$ cat src/rtl/fetch_queue_pkg.sv
`default_nettype none
// ============================================================================
//  Module      : fetch_queue_pkg
//  Description : Shared CPU definitions used by the fetch queue. It holds
//                the opcode field width and the opcode encodings, including
//                the halt opcode that freezes instruction fetch.
//  Revision    : 1.0 - initial release
// ============================================================================
package fetch_queue_pkg;

    // Opcode field width. The opcode is taken from the instruction MSBs.
    localparam int OP_W = 4;

    // Opcode encodings
    localparam logic [OP_W-1:0] OPC_ADD = 4'b0000;
    localparam logic [OP_W-1:0] OPC_SUB = 4'b0001;
    localparam logic [OP_W-1:0] OPC_LD  = 4'b1000;
    localparam logic [OP_W-1:0] OPC_ST  = 4'b1001;
    localparam logic [OP_W-1:0] OPC_BR  = 4'b1100;
    localparam logic [OP_W-1:0] OPC_HLT = 4'b1111;

endpackage : fetch_queue_pkg
`default_nettype wire

$ cat src/rtl/fetch_queue_storage.sv
`default_nettype none
// ============================================================================
//  Module      : fq_storage
//  Description : Register array of DEPTH x DW bits for the fetch queue. It
//                has one synchronous write port and one asynchronous
//                (combinational) read port. Reset clears every entry.
//  Ports       : clk, rst_n           - clock, async active-low reset
//                wr_en, wr_addr, wr_data - write port
//                rd_addr, rd_data     - asynchronous read port
//  Revision    : 1.0 - initial release
// ============================================================================
module fq_storage #(
    parameter int DEPTH = 4,
    parameter int DW    = 32,
    parameter int AW    = 2
) (
    input  logic          clk,
    input  logic          rst_n,
    input  logic          wr_en,
    input  logic [AW-1:0] wr_addr,
    input  logic [DW-1:0] wr_data,
    input  logic [AW-1:0] rd_addr,
    output logic [DW-1:0] rd_data
);

    logic [DW-1:0] r_mem [DEPTH];

    always_ff @(posedge clk or negedge rst_n) begin
        if (!rst_n) begin
            for (int i = 0; i < DEPTH; i++) begin
                r_mem[i] <= '0;
            end
        end else if (wr_en) begin
            r_mem[wr_addr] <= wr_data;
        end
    end

    assign rd_data = r_mem[rd_addr];

endmodule : fq_storage
`default_nettype wire

$ cat src/rtl/fetch_queue.sv
`default_nettype none
// ============================================================================
//  Module      : fetch_queue
//  Description : Instruction fetch buffer between instruction memory and
//                decode. It is a DEPTH-entry first-word-fall-through FIFO of
//                {instruction, PC+2} pairs with decode backpressure, a branch
//                flush, and a halt latch that stops pushes after a HLT.
//  Ports       : clk, rst_n                         - clock, async reset
//                push_valid_i/instr_i/pc_i/ready_o  - fetch side
//                pop_valid_o/instr_o/pc_o/ready_i   - decode side
//                flush_i                            - discard all contents
//                halted_o                           - HLT accepted, frozen
//                count_o                            - current occupancy
//  Revision    : 1.0 - initial release
// ============================================================================
module fetch_queue
    import fetch_queue_pkg::*;
#(
    parameter int              WIDTH  = 16,
    parameter int              PC_W   = 16,
    parameter int              DEPTH  = 4,
    parameter int              OP_W   = fetch_queue_pkg::OP_W,
    parameter logic [OP_W-1:0] HLT_OP = OPC_HLT
) (
    input  logic                       clk,
    input  logic                       rst_n,
    input  logic                       push_valid_i,
    input  logic [WIDTH-1:0]           push_instr_i,
    input  logic [PC_W-1:0]            push_pc_i,
    output logic                       push_ready_o,
    output logic                       pop_valid_o,
    output logic [WIDTH-1:0]           pop_instr_o,
    output logic [PC_W-1:0]            pop_pc_o,
    input  logic                       pop_ready_i,
    input  logic                       flush_i,
    output logic                       halted_o,
    output logic [$clog2(DEPTH+1)-1:0] count_o
);

    localparam int AW = $clog2(DEPTH);
    localparam int CW = $clog2(DEPTH+1);
    localparam int DW = WIDTH + PC_W;

    logic [AW-1:0] r_wr_ptr;
    logic [AW-1:0] r_rd_ptr;
    logic [CW-1:0] r_count;
    logic          r_halted;

    logic          w_full;
    logic          w_empty;
    logic          w_push;
    logic          w_pop;
    logic          w_is_hlt;
    logic [DW-1:0] w_rd_data;

    assign w_full  = (r_count == CW'(DEPTH));
    assign w_empty = (r_count == '0);

    // Ready depends on registered state only, so a full queue never
    // accepts a push alongside a pop in the same cycle.
    assign push_ready_o = !w_full && !r_halted;
    assign pop_valid_o  = !w_empty;

    assign w_push   = push_valid_i && push_ready_o && !flush_i;
    assign w_pop    = pop_valid_o && pop_ready_i && !flush_i;
    assign w_is_hlt = (push_instr_i[WIDTH-1 -: OP_W] == HLT_OP);

    always_ff @(posedge clk or negedge rst_n) begin
        if (!rst_n) begin
            r_wr_ptr <= '0;
            r_rd_ptr <= '0;
            r_count  <= '0;
            r_halted <= 1'b0;
        end else if (flush_i) begin
            // Storage is left as-is; an empty queue masks it on the outputs.
            r_wr_ptr <= '0;
            r_rd_ptr <= '0;
            r_count  <= '0;
            r_halted <= 1'b0;
        end else begin
            if (w_push) begin
                r_wr_ptr <= r_wr_ptr + AW'(1);
            end
            if (w_pop) begin
                r_rd_ptr <= r_rd_ptr + AW'(1);
            end
            if (w_push && !w_pop) begin
                r_count <= r_count + CW'(1);
            end else if (!w_push && w_pop) begin
                r_count <= r_count - CW'(1);
            end
            if (w_push && w_is_hlt) begin
                r_halted <= 1'b1;
            end
        end
    end

    fq_storage #(
        .DEPTH (DEPTH),
        .DW    (DW),
        .AW    (AW)
    ) u_storage (
        .clk     (clk),
        .rst_n   (rst_n),
        .wr_en   (w_push),
        .wr_addr (r_wr_ptr),
        .wr_data ({push_instr_i, push_pc_i}),
        .rd_addr (r_rd_ptr),
        .rd_data (w_rd_data)
    );

    // Stale storage after a flush must not leak out, so gate on empty.
    assign pop_instr_o = w_empty ? '0 : w_rd_data[DW-1 -: WIDTH];
    assign pop_pc_o    = w_empty ? '0 : w_rd_data[PC_W-1:0];
    assign halted_o    = r_halted;
    assign count_o     = r_count;

endmodule : fetch_queue
`default_nettype wire

$ cat config.mk
export PLATFORM = sky130hd
export DESIGN_NAME = fetch_queue
export DESIGN_NICKNAME = d
export VERILOG_FILES = /design/src/rtl/fetch_queue_pkg.sv /design/src/rtl/fetch_queue_storage.sv /design/src/rtl/fetch_queue.sv
export SDC_FILE = /design/constraint.sdc
export NUM_CORES = 1
export LEC_CHECK = 0
export ABC_AREA = 1
export CELL_PAD_IN_SITES_DETAIL_PLACEMENT = 1
export CELL_PAD_IN_SITES_GLOBAL_PLACEMENT = 2
export CORE_UTILIZATION = 29
export DETAILED_ROUTE_END_ITERATION = 6
export GPL_ROUTABILITY_DRIVEN = 0
export PLACE_DENSITY = 0.85
export SLEW_MARGIN = 20
export SYNTH_ARGS = -nofsm -noshare
export SYNTH_HDL_FRONTEND = slang
export SYNTH_HIERARCHICAL = 1
export SYNTH_SLANG_ARGS = --single-unit
export TNS_END_PERCENT = 5
$ cat constraint.sdc
create_clock -name clk -period 1.82 [get_ports clk]
set_clock_uncertainty 0.15 [all_clocks]
set_input_delay 0.364 -clock clk [delete_from_list [all_inputs] [get_ports clk]]
set_output_delay 0.364 -clock clk [all_outputs]
set_load 0.05 [all_outputs]
==> metrics.log <==
INFO  metric outcome = finished, violations left
INFO  metric failed_checks = negative setup slack
INFO  metric area.growth.synth_to_final = 38.5%
INFO  metric drv.max_cap_violation_count = 0
INFO  metric synth.area.top_cells = dfrtp_1 (46%), nand2_1 (20%), inv_1 (10%)
INFO  metric count_leader_synth = nand2_1
INFO  metric ys_seq_area_share = a little under half
INFO  metric slowest_delay = roughly 500 ps
INFO  metric drt-initial-drc-count = ~300
INFO  metric period_share = 127%
INFO  metric synth_edf_count = 0
INFO  metric core-area = 25300 um^2
INFO  metric avgRoutedWirePerCell = roughly 16 um
INFO  metric rsz_0062_raised_after_global_routing = yes
INFO  metric cp.buffers_inverters = 4
INFO  metric cts_tree = yes
INFO  metric r2r_setup_slack = -40 ps
INFO  metric post-route-drc-count = 0
INFO  metric grt_antenna_before_repair = 0
INFO  metric placement_rows = 58
INFO  metric detailroute.via_count = around 7000
INFO  metric fin_tns_setup = -14680 ps
INFO  metric post-route-min-period = ~2300 ps
INFO  metric cts_inserted_buffers = 17
INFO  metric die-width = around 160 um
INFO  metric die_h = 163 um
INFO  metric clock_input_transition_at_the_sequential_cells_of_the_worst_setup_and_hold_paths = roughly 60 ps
INFO  metric grt_pass1_wl = between 30000 and 40000 um
INFO  metric multi_input_comb_area = approximately 3400 um^2
INFO  metric ys_dominant_reg_cell = dfrtp_1
INFO  metric critical_path_peak_fanout = 8
INFO  metric ys.warnings.count = 6
INFO  metric report.final.slew_viol_count = 0
INFO  metric async_flop_share = between 90% and 100%
INFO  metric synthesis.nets = roughly 1100
INFO  metric finalHoldViolCount = 0
INFO  metric critical_path.endpoint_type = output pin
INFO  metric floorplan.die_area = approximately 26000 um^2
INFO  metric setup_slack = -488 ps
INFO  metric top_level_ports = 75
INFO  metric via_per_inst = approximately 4.6
INFO  metric diodes = 0
INFO  metric setup.worst_path.start_class = flop
INFO  metric start_util = just under 30%
INFO  metric leakage = about 5.4 nW
INFO  metric headroom_to_the_max_slew_limit = between 50% and 60%
INFO  metric cts-root-to-sink-buffers = 2
INFO  metric setup-violations-final = 36
INFO  metric vias_in_the_first_global_route = 7239
INFO  metric critical_path_required = 1310 ps
INFO  metric worst-slew-pin-transition = ~670 ps
INFO  metric clock_tree.htree_level_count = 4
INFO  metric synthDominantAreaCellType = dfrtp_1
INFO  metric synth_area = about 7500 um^2
INFO  metric synth.avg_cell_area = about 7 um^2
INFO  metric layout.filler_cells = just over 3000
INFO  metric worstHoldPathType = primary input to asynchronous set/reset pin
INFO  metric clock_latency_on_the_worst_skew_pair = 420 ps
INFO  metric cpMaxStageDelayCell = dfrtp_2
INFO  metric ant_nets = 0
INFO  metric place_hpwl = approximately 16000 um
INFO  metric worstSetupPathType = flop to output pin
INFO  metric clockRootBuffer = clkbuf_16
INFO  metric drt_pass1_iterations = 5
INFO  metric arrival = between 1500 and 2000 ps
INFO  metric synth.ff_latch_count = 136
INFO  metric seq_area = around 3400 um^2
INFO  metric minimum_setup_slack_after_placement = -319 ps
INFO  metric port_buffers = 74
INFO  metric fmax = 433 MHz
INFO  metric drt-total-wl = approximately 24000 um
INFO  metric clock_sink_count = 136
INFO  metric count_of_distinct_cell_types_in_the_synthesized_netlist = 25
INFO  metric layout-drive-gt1-share = between 20% and 30%
INFO  metric p_per_area = 1710 nW/um^2
INFO  metric overflow = 0
INFO  metric yosys.area.top_type_share = ~46%
INFO  metric timing.critical_path.cells = buf_8, buf_4, nand2_2, nand3_2, nand2_2, inv_2, nor2_4, buf_8
INFO  metric layout.nets = ~1200
INFO  metric vdd_ir_drop_max = 985 uV
INFO  metric critical-path-top-delay-family = buffers and inverters
INFO  metric synth_cells = 1066
INFO  metric grt.total_usage = 18.8%
INFO  metric grt_max_degree = ~40
INFO  metric synth.cells.most_frequent = nand2_1 (398), inv_1 (204), dfrtp_1 (136), nand3_1 (96), nand4_1 (66)
-- layout make-up --
class	instances	share of cell area (%)
clock buffer	22	4.68
tap	330	3.99
multi-input combinational	654	32.5
inverter	210	7.71
timing repair buffer	146	17.3
sequential	136	32.9
clock inverter	10	0.906
-- sequential cells by signal, indices dropped and copies added, names as in the netlist --
signal,cells
u_storage/r_mem,128
count_o,3
r_rd_ptr,2
r_wr_ptr,2
halted_o,1
-- metal layers --
metal  global-route usage, %  wire (um)
met3                    3.06        691
met5                       0          0
met4                    4.25        222
met1                    24.3      11000
met2                    32.7      11700
-- stage by stage --
stage	area [um^2]	util (%)	std cells	hold slack, ps	power [mW]
3_5_place_dp	9230	36.6	1471	112	13.2
2_1_floorplan	7740	-	1066	-81.6	10.5
5_1_grt	10400	41.0	1508	258	19.0
3_3_place_gp	9230	36.6	1471	112	13.0
6_report	10400	41.0	1508	228	17.8
4_1_cts	9970	39.5	1504	226	17.1
-- power breakdown --
| part | internal, mW | switching (mW) |
|---|---|---|
| clock | 2.02 | 1.37 |
| sequential | 4.18 | 0.680 |
| combinational | 3.72 | 5.77 |
| total | 9.93 | 7.82 |
-- final timing paths --
kind | startpoint | endpoint | cells past startpoint
worst max-delay path | r_rd_ptr[0]$_DFFE_PN0P_ | pop_instr_o[13] | 8
worst min-delay path | rst_n | u_storage/r_mem[5]$_DFFE_PN0P_ | 2
worst max register to register | count_o[1]$_DFFE_PN0P_ | count_o[1]$_DFFE_PN0P_ | 10
worst min register to register | u_storage/r_mem[107]$_DFFE_PN0P_ | u_storage/r_mem[107]$_DFFE_PN0P_ | 2
max in group asynchronous | rst_n | u_storage/r_mem[45]$_DFFE_PN0P_ | 3
min in group clk | u_storage/r_mem[107]$_DFFE_PN0P_ | u_storage/r_mem[107]$_DFFE_PN0P_ | 2
-- cell usage in the layout (no fill, tap or decap), types with 4 or more instances in the layout --
cell type	instances
nand2_1	361
inv_1	173
dfrtp_1	132
nand3_1	76
nand4_1	66
nand2_2	40
buf_4	40
inv_2	35
clkdlybuf4s50_1	35
o21ai_1	34
nor2_4	33
buf_12	26
nand3_2	23
buf_8	22
buf_6	20
clkbuf_16	19
clkinvlp_4	6
a21oi_1	4
nor2_1	4
clkbuf_8	4
dfrtp_2	4
-- what timing repair did --
action                     CTS  global route
hold endpoints to repair   103             0
gates resized for setup     44           113
buffers inserted             0             2
cloned                       0             2
setup endpoints to repair   36            36
hold buffers                 1             0
pin swaps                    3            60
-- kinds of logic after synthesis --
logic type | after synthesis | synth area share [%]
and+or+nand+nor | 610 | 35.7
buffers and inverters | 276 | 15.5
DFF | 136 | 45.5
xor gates and xnor gates | 1 | 0.117
adders and majority gates | 1 | 0.268
AOI/OAI and AO/OA | 42 | 2.88
(Power assumes the default switching activity.)
